## config.mk

```make
export PLATFORM = sky130hd
export DESIGN_NAME = traffic_seq_ctrl
export DESIGN_NICKNAME = d
export VERILOG_FILES = /design/src/rtl/traffic_seq_ctrl.sv
export SDC_FILE = /design/constraint.sdc
export NUM_CORES = 1
export LEC_CHECK = 0
export CAP_MARGIN = 25
export CORE_ASPECT_RATIO = 0.9
export CORE_MARGIN = 5
export CORE_UTILIZATION = 34
export DETAILED_ROUTE_END_ITERATION = 7
export GPL_ROUTABILITY_DRIVEN = 0
export PLACE_DENSITY_LB_ADDON = 0.1
export SLEW_MARGIN = 20
export SYNTH_ARGS = -nofsm -noshare
export SYNTH_HDL_FRONTEND = slang
export SYNTH_SLANG_ARGS = --single-unit
```

## constraint.sdc

```tcl
create_clock -name clk -period 3.4 [get_ports clk]
set_clock_uncertainty 0.15 [all_clocks]
set_input_delay 0.68 -clock clk [delete_from_list [all_inputs] [get_ports clk]]
set_output_delay 0.68 -clock clk [all_outputs]
set_load 0.01 [all_outputs]
```

## src/rtl/traffic_seq_ctrl.sv

```systemverilog
// Traffic-light sequencer: steps main/side green and yellow phases plus an optional
// walk phase, each timed by a duration fetched from the time-parameter block.
module traffic_seq_ctrl #(
    parameter int SYNC_STAGES = 2,
    parameter int MIN_TIME    = 1
) (
    input  logic       clk,
    input  logic       reset,
    input  logic       one_sec_en,
    input  logic       sensor,
    input  logic       walk_req,
    input  logic       prog_sync,
    input  logic [3:0] time_val,
    output logic [1:0] intervel,
    output logic [2:0] main_light,
    output logic [2:0] side_light,
    output logic       walk,
    output logic       busy_load
);

    typedef enum logic [2:0] {
        S_MG1 = 3'd0,
        S_MG2 = 3'd1,
        S_MY  = 3'd2,
        S_SG  = 3'd3,
        S_SY  = 3'd4,
        S_WK  = 3'd5
    } state_t;

    localparam logic [1:0] SEL_TBASE = 2'b00;
    localparam logic [1:0] SEL_TEXT  = 2'b01;
    localparam logic [1:0] SEL_TYEL  = 2'b10;

    localparam logic [2:0] LAMP_RED = 3'b100;
    localparam logic [2:0] LAMP_YEL = 3'b010;
    localparam logic [2:0] LAMP_GRN = 3'b001;

    localparam logic [3:0] MIN_T = 4'(MIN_TIME);

    // Registered state
    state_t                 state_q, state_d;
    logic [SYNC_STAGES-1:0] sensor_sync_q, walk_sync_q;
    logic                   walk_latch_q, walk_latch_d;
    logic                   busy_q, busy_d;
    logic                   settle_q, settle_d;
    logic [3:0]             cnt_q, cnt_d;
    logic [1:0]             sel_q, sel_d;
    logic [2:0]             main_q, main_d;
    logic [2:0]             side_q, side_d;
    logic                   walk_q, walk_d;

    logic       sensor_s;
    logic       walk_s;
    logic       expire;
    logic       enter;
    logic [3:0] load_val;

    assign sensor_s = sensor_sync_q[SYNC_STAGES-1];
    assign walk_s   = walk_sync_q[SYNC_STAGES-1];

    // Expiry is the tick that finds the counter at its last second.
    assign expire   = !busy_q && one_sec_en && (cnt_q == 4'd1);
    assign load_val = (time_val < MIN_T) ? MIN_T : time_val;

    always_comb begin
        // NOTE: every signal gets a default before any branch so no latch is inferred.
        state_d      = state_q;
        enter        = 1'b0;
        sel_d        = sel_q;
        main_d       = main_q;
        side_d       = side_q;
        walk_d       = walk_q;
        busy_d       = busy_q;
        settle_d     = settle_q;
        cnt_d        = cnt_q;
        walk_latch_d = walk_latch_q | walk_s;

        if (prog_sync) begin
            state_d = S_MG1;
            enter   = 1'b1;
        end else if (expire) begin
            enter = 1'b1;
            case (state_q)
                S_MG1:   state_d = S_MG2;
                S_MG2:   state_d = S_MY;
                S_MY:    state_d = sensor_s ? S_SG : (walk_latch_q ? S_WK : S_MG1);
                S_SG:    state_d = S_SY;
                S_SY:    state_d = walk_latch_q ? S_WK : S_MG1;
                S_WK:    state_d = S_MG1;
                default: state_d = S_MG1;
            endcase
        end

        if (enter) begin
            busy_d   = 1'b1;
            settle_d = 1'b0;
            walk_d   = 1'b0;
            case (state_d)
                S_MG1: begin
                    sel_d  = SEL_TBASE;
                    main_d = LAMP_GRN;
                    side_d = LAMP_RED;
                end
                S_MG2: begin
                    sel_d  = sensor_s ? SEL_TEXT : SEL_TBASE;
                    main_d = LAMP_GRN;
                    side_d = LAMP_RED;
                end
                S_MY: begin
                    sel_d  = SEL_TYEL;
                    main_d = LAMP_YEL;
                    side_d = LAMP_RED;
                end
                S_SG: begin
                    sel_d  = SEL_TEXT;
                    main_d = LAMP_RED;
                    side_d = LAMP_GRN;
                end
                S_SY: begin
                    sel_d  = SEL_TYEL;
                    main_d = LAMP_RED;
                    side_d = LAMP_YEL;
                end
                S_WK: begin
                    sel_d        = SEL_TEXT;
                    main_d       = LAMP_RED;
                    side_d       = LAMP_RED;
                    walk_d       = 1'b1;
                    walk_latch_d = 1'b0;
                end
                default: begin
                    sel_d  = SEL_TBASE;
                    main_d = LAMP_RED;
                    side_d = LAMP_RED;
                end
            endcase
        end else if (busy_q) begin
            // Second settle cycle: the selected duration is now on time_val.
            if (settle_q) begin
                cnt_d  = load_val;
                busy_d = 1'b0;
            end else begin
                settle_d = 1'b1;
            end
        end else if (one_sec_en && (cnt_q > 4'd1)) begin
            cnt_d = cnt_q - 4'd1;
        end
    end

    // NOTE: sequential state uses non-blocking assignments so all flops update together.
    always_ff @(posedge clk or posedge reset) begin
        if (reset) begin
            state_q       <= S_MG1;
            sensor_sync_q <= '0;
            walk_sync_q   <= '0;
            walk_latch_q  <= 1'b0;
            busy_q        <= 1'b1;
            settle_q      <= 1'b0;
            cnt_q         <= 4'd0;
            sel_q         <= SEL_TBASE;
            main_q        <= LAMP_GRN;
            side_q        <= LAMP_RED;
            walk_q        <= 1'b0;
        end else begin
            state_q       <= state_d;
            sensor_sync_q <= {sensor_sync_q[SYNC_STAGES-2:0], sensor};
            walk_sync_q   <= {walk_sync_q[SYNC_STAGES-2:0], walk_req};
            walk_latch_q  <= walk_latch_d;
            busy_q        <= busy_d;
            settle_q      <= settle_d;
            cnt_q         <= cnt_d;
            sel_q         <= sel_d;
            main_q        <= main_d;
            side_q        <= side_d;
            walk_q        <= walk_d;
        end
    end

    assign intervel   = sel_q;
    assign main_light = main_q;
    assign side_light = side_q;
    assign walk       = walk_q;
    assign busy_load  = busy_q;

endmodule

```

==> results.yml <==
run_status:
  status: "finished, final reports clean"
logic_synthesis:
  synth_warnings: 0
  synth_cells: 115
  avgSynthCellArea_um2: 10.72
  async_reset_ff_share_pct: 100.0
  synth-edff-count: 0
  syn_area_mm2: 0.001232
  ys_seq_area_share_pct: 47.01
  ys_seq_elements: 23
  synthesis.nets: 127
  synth_cell_type_count: 37
  ys.flop_type: "dfrtp_1"
clocking:
  post-cts-setup-buffer-count: 0
  hold_buffers: 0
  cts_tree: "yes"
  cts.clk_slew.worst_paths_ns: 0.09
  ctsResizeCount: 0
  clock_latency_ns: 0.26
  clkSinkCount: 23
  cts_buffers: 3
  clock_path_buffers: 2
  htreeDepth: 1
  clock-root-buffer: "clkbuf_8"
die:
  start_util_pct: 35.95
  ios: 20
  core-area_mm2: 0.003428
  fp.dieW_um: 73.47
  die_h_um: 67.12
  core.rowCount: 20
  dieArea_mm2: 0.004931
setup_path:
  slowest_delay_ns: 0.57
  startpoint_type: "input port"
  path_delay_family: "compound AO/OA/AOI/OAI gates"
  critical_path_class: "input port to register"
  rrSetupSlack_ns: 1.35
  cp_num_buf_inv: 2
  crit_chain: "clkdlybuf4s50_1 -> inv_1 -> o21ai_1 -> a21oi_2 -> o21ai_0 -> a22o_1"
  worstPathRequired_ns: 3.41
  cpMaxStageDelayCell: "clkdlybuf4s50_1"
  end_kind: "register"
  cp.arrival_ns: 2.48
  path_max_fanout: 8
detailed_routing:
  drcViolationCount: 0
  drt_first_iter_violations: 34
  drt_wl_total_um: 2587
  vias_per_cell: 4.911
  antenna_left: 0
  first_pass_iters: 2
  routedWlPerCell_um: 14.45
  vias: 879
timing:
  tightest_slew_ns: 0.3930
  timing.slew.headroom_pct: 73.47
  fin_crit_sh_pct: 72.66
  rsz0062_at_grt: "no"
  period_needed_ns: 2.471
  layout_setup_ws_ns: 0.9294
  setup_viol: 0
  whs_ns: 0.2023
  slew_viol_final: 0
  tns_ns: 0
  max_clock_freq_ghz: 0.4048
  hold_viol: 0
grt:
  antenna_found_initial: 0
  grt_pass1_wl_um: 4395
  overflow: 0
  grt_use_total_pct: 11.84
  grt_start_max_net_pins: 24
  grt_pass1_vias: 875
finish:
  design_area_mm2: 0.001523
  post-route-util_pct: 44.42
  syn_to_final_growth_pct: 23.55
  antennaDiodeCount: 0
  fin_nets: 148
  drive_above_1_share_pct: 15.56
job:
  drv_cap: 0
pwr:
  power_density_mw_per_mm2: 429.5
  ir_drop_uv: 346.8
  leakage_nw: 0.6391
placement:
  io_buffers: 19
  placed_area_mm2: 0.001446
  pre_cts_ws_ns: 0.6542
  hpwlAfterDp_um: 1916
hold_path:
  hp-class: "register to register"
==> Yosys cell counts (2+ instances only) <==
cell / number / share of area (%)
buf_6: 2 / 1.8
a22o_1: 2 / 1.4
ha_1: 2 / 2.0
nor2b_1: 2 / 1.0
a21oi_2: 2 / 1.4
a21oi_1: 4 / 1.6
o311ai_0: 2 / 1.4
dfrtp_1: 20 / 41
dfstp_2: 3 / 6.4
nand3_1: 5 / 2.0
or3_1: 2 / 1.0
o21ai_0: 9 / 3.7
nor2_1: 12 / 3.7
inv_1: 7 / 2.1
nor3_1: 2 / 0.81
o21ai_1: 4 / 1.6
o21a_1: 2 / 1.2
nand2_1: 13 / 4.0
mux2i_1: 2 / 1.6
==> registers in the layout, indices dropped and copies added (netlist names) <==
register	count
cnt_q	4
walk_sync_q	2
intervel	2
walk_latch_q	1
side_light	3
walk	1
sensor_sync_q	2
main_light	3
settle_q	1
state_q	3
busy_load	1
==> layout by cell type, fill, tap and decap left out <==
cell / n
nand4bb_4: 1
a21oi_2: 2
nand3_1: 5
inv_2: 1
or3_1: 2
clkinvlp_4: 1
nor2_1: 12
dfstp_2: 3
nor3_1: 2
a22o_1: 2
clkdlybuf4s50_1: 19
mux2i_1: 2
o22a_1: 1
nand2b_4: 1
a21oi_1: 4
a41oi_2: 1
o41ai_4: 1
buf_16: 1
o21ai_1: 4
inv_1: 7
nand2b_1: 1
nand4b_4: 1
nand2_1: 13
o311ai_0: 2
o311ai_4: 1
ha_1: 2
nor2b_1: 2
and3_1: 1
and2_4: 1
a211oi_4: 1
nor4bb_4: 1
dfrtp_1: 20
a211oi_1: 1
clkbuf_8: 3
o21a_1: 2
a2111oi_2: 1
o31ai_1: 1
o21ai_0: 9
==> report_power, final <==
| group | switching [mW] | internal [mW] |
|---|---|---|
| sequential | 0.0343 | 0.304 |
| combinational | 0.0710 | 0.0711 |
| clock | 0.0911 | 0.0828 |
| total | 0.196 | 0.458 |
==> layer usage <==
| layer | GRT usage, % | routed length, um |
|---|---|---|
| met5 | 0 | 0 |
| met4 | 2.715 | 19 |
| met3 | 4.072 | 118 |
| met2 | 16.26 | 1138 |
| met1 | 17.64 | 1311 |
==> logic make-up (layout without fill, tap and decap cells) <==
group | after synthesis | after routing | synth area share [%]
AO/OA/AOI/OAI | 33 | 33 | 22.84
adder cells (fa/ha/maj) | 2 | 2 | 2.030
buffers and inverters | 12 | 32 | 4.974
flip-flops | 23 | 23 | 47.01
multiplexers | 2 | 2 | 1.624
AND/OR/NAND/NOR | 43 | 43 | 21.52
==> path summary, 6_finish.rpt <==
check / start / to / cells after the start
max in group asynchronous: reset / side_light[2] / 3
max reg2reg: cnt_q[1] / intervel[0] / 7
min reg2reg: sensor_sync_q[0] / sensor_sync_q[1] / 0
max: prog_sync / cnt_q[2] / 6
min: sensor_sync_q[0] / sensor_sync_q[1] / 0
min in group asynchronous: reset / intervel[0] / 2
==> per-stage QoR <==
step	cells	total power, mW
after detailed placement	174	0.4813
final	179	0.6540
after global placement	174	0.4778
after CTS	178	0.6575
after floorplan	115	0.4376
after global routing	179	0.6974
==> cell type report <==
type / instances / area [um2]
clock buffers: 3 / 41.29
clock inverters: 1 / 7.507
fillers: 326 / 1906
inverters: 8 / 30.03
multi-input cells: 80 / 591.8
flip-flops and latches: 23 / 579.3
well taps: 44 / 55.05
repair buffers: 20 / 217.7
(Power assumes the default switching activity.)
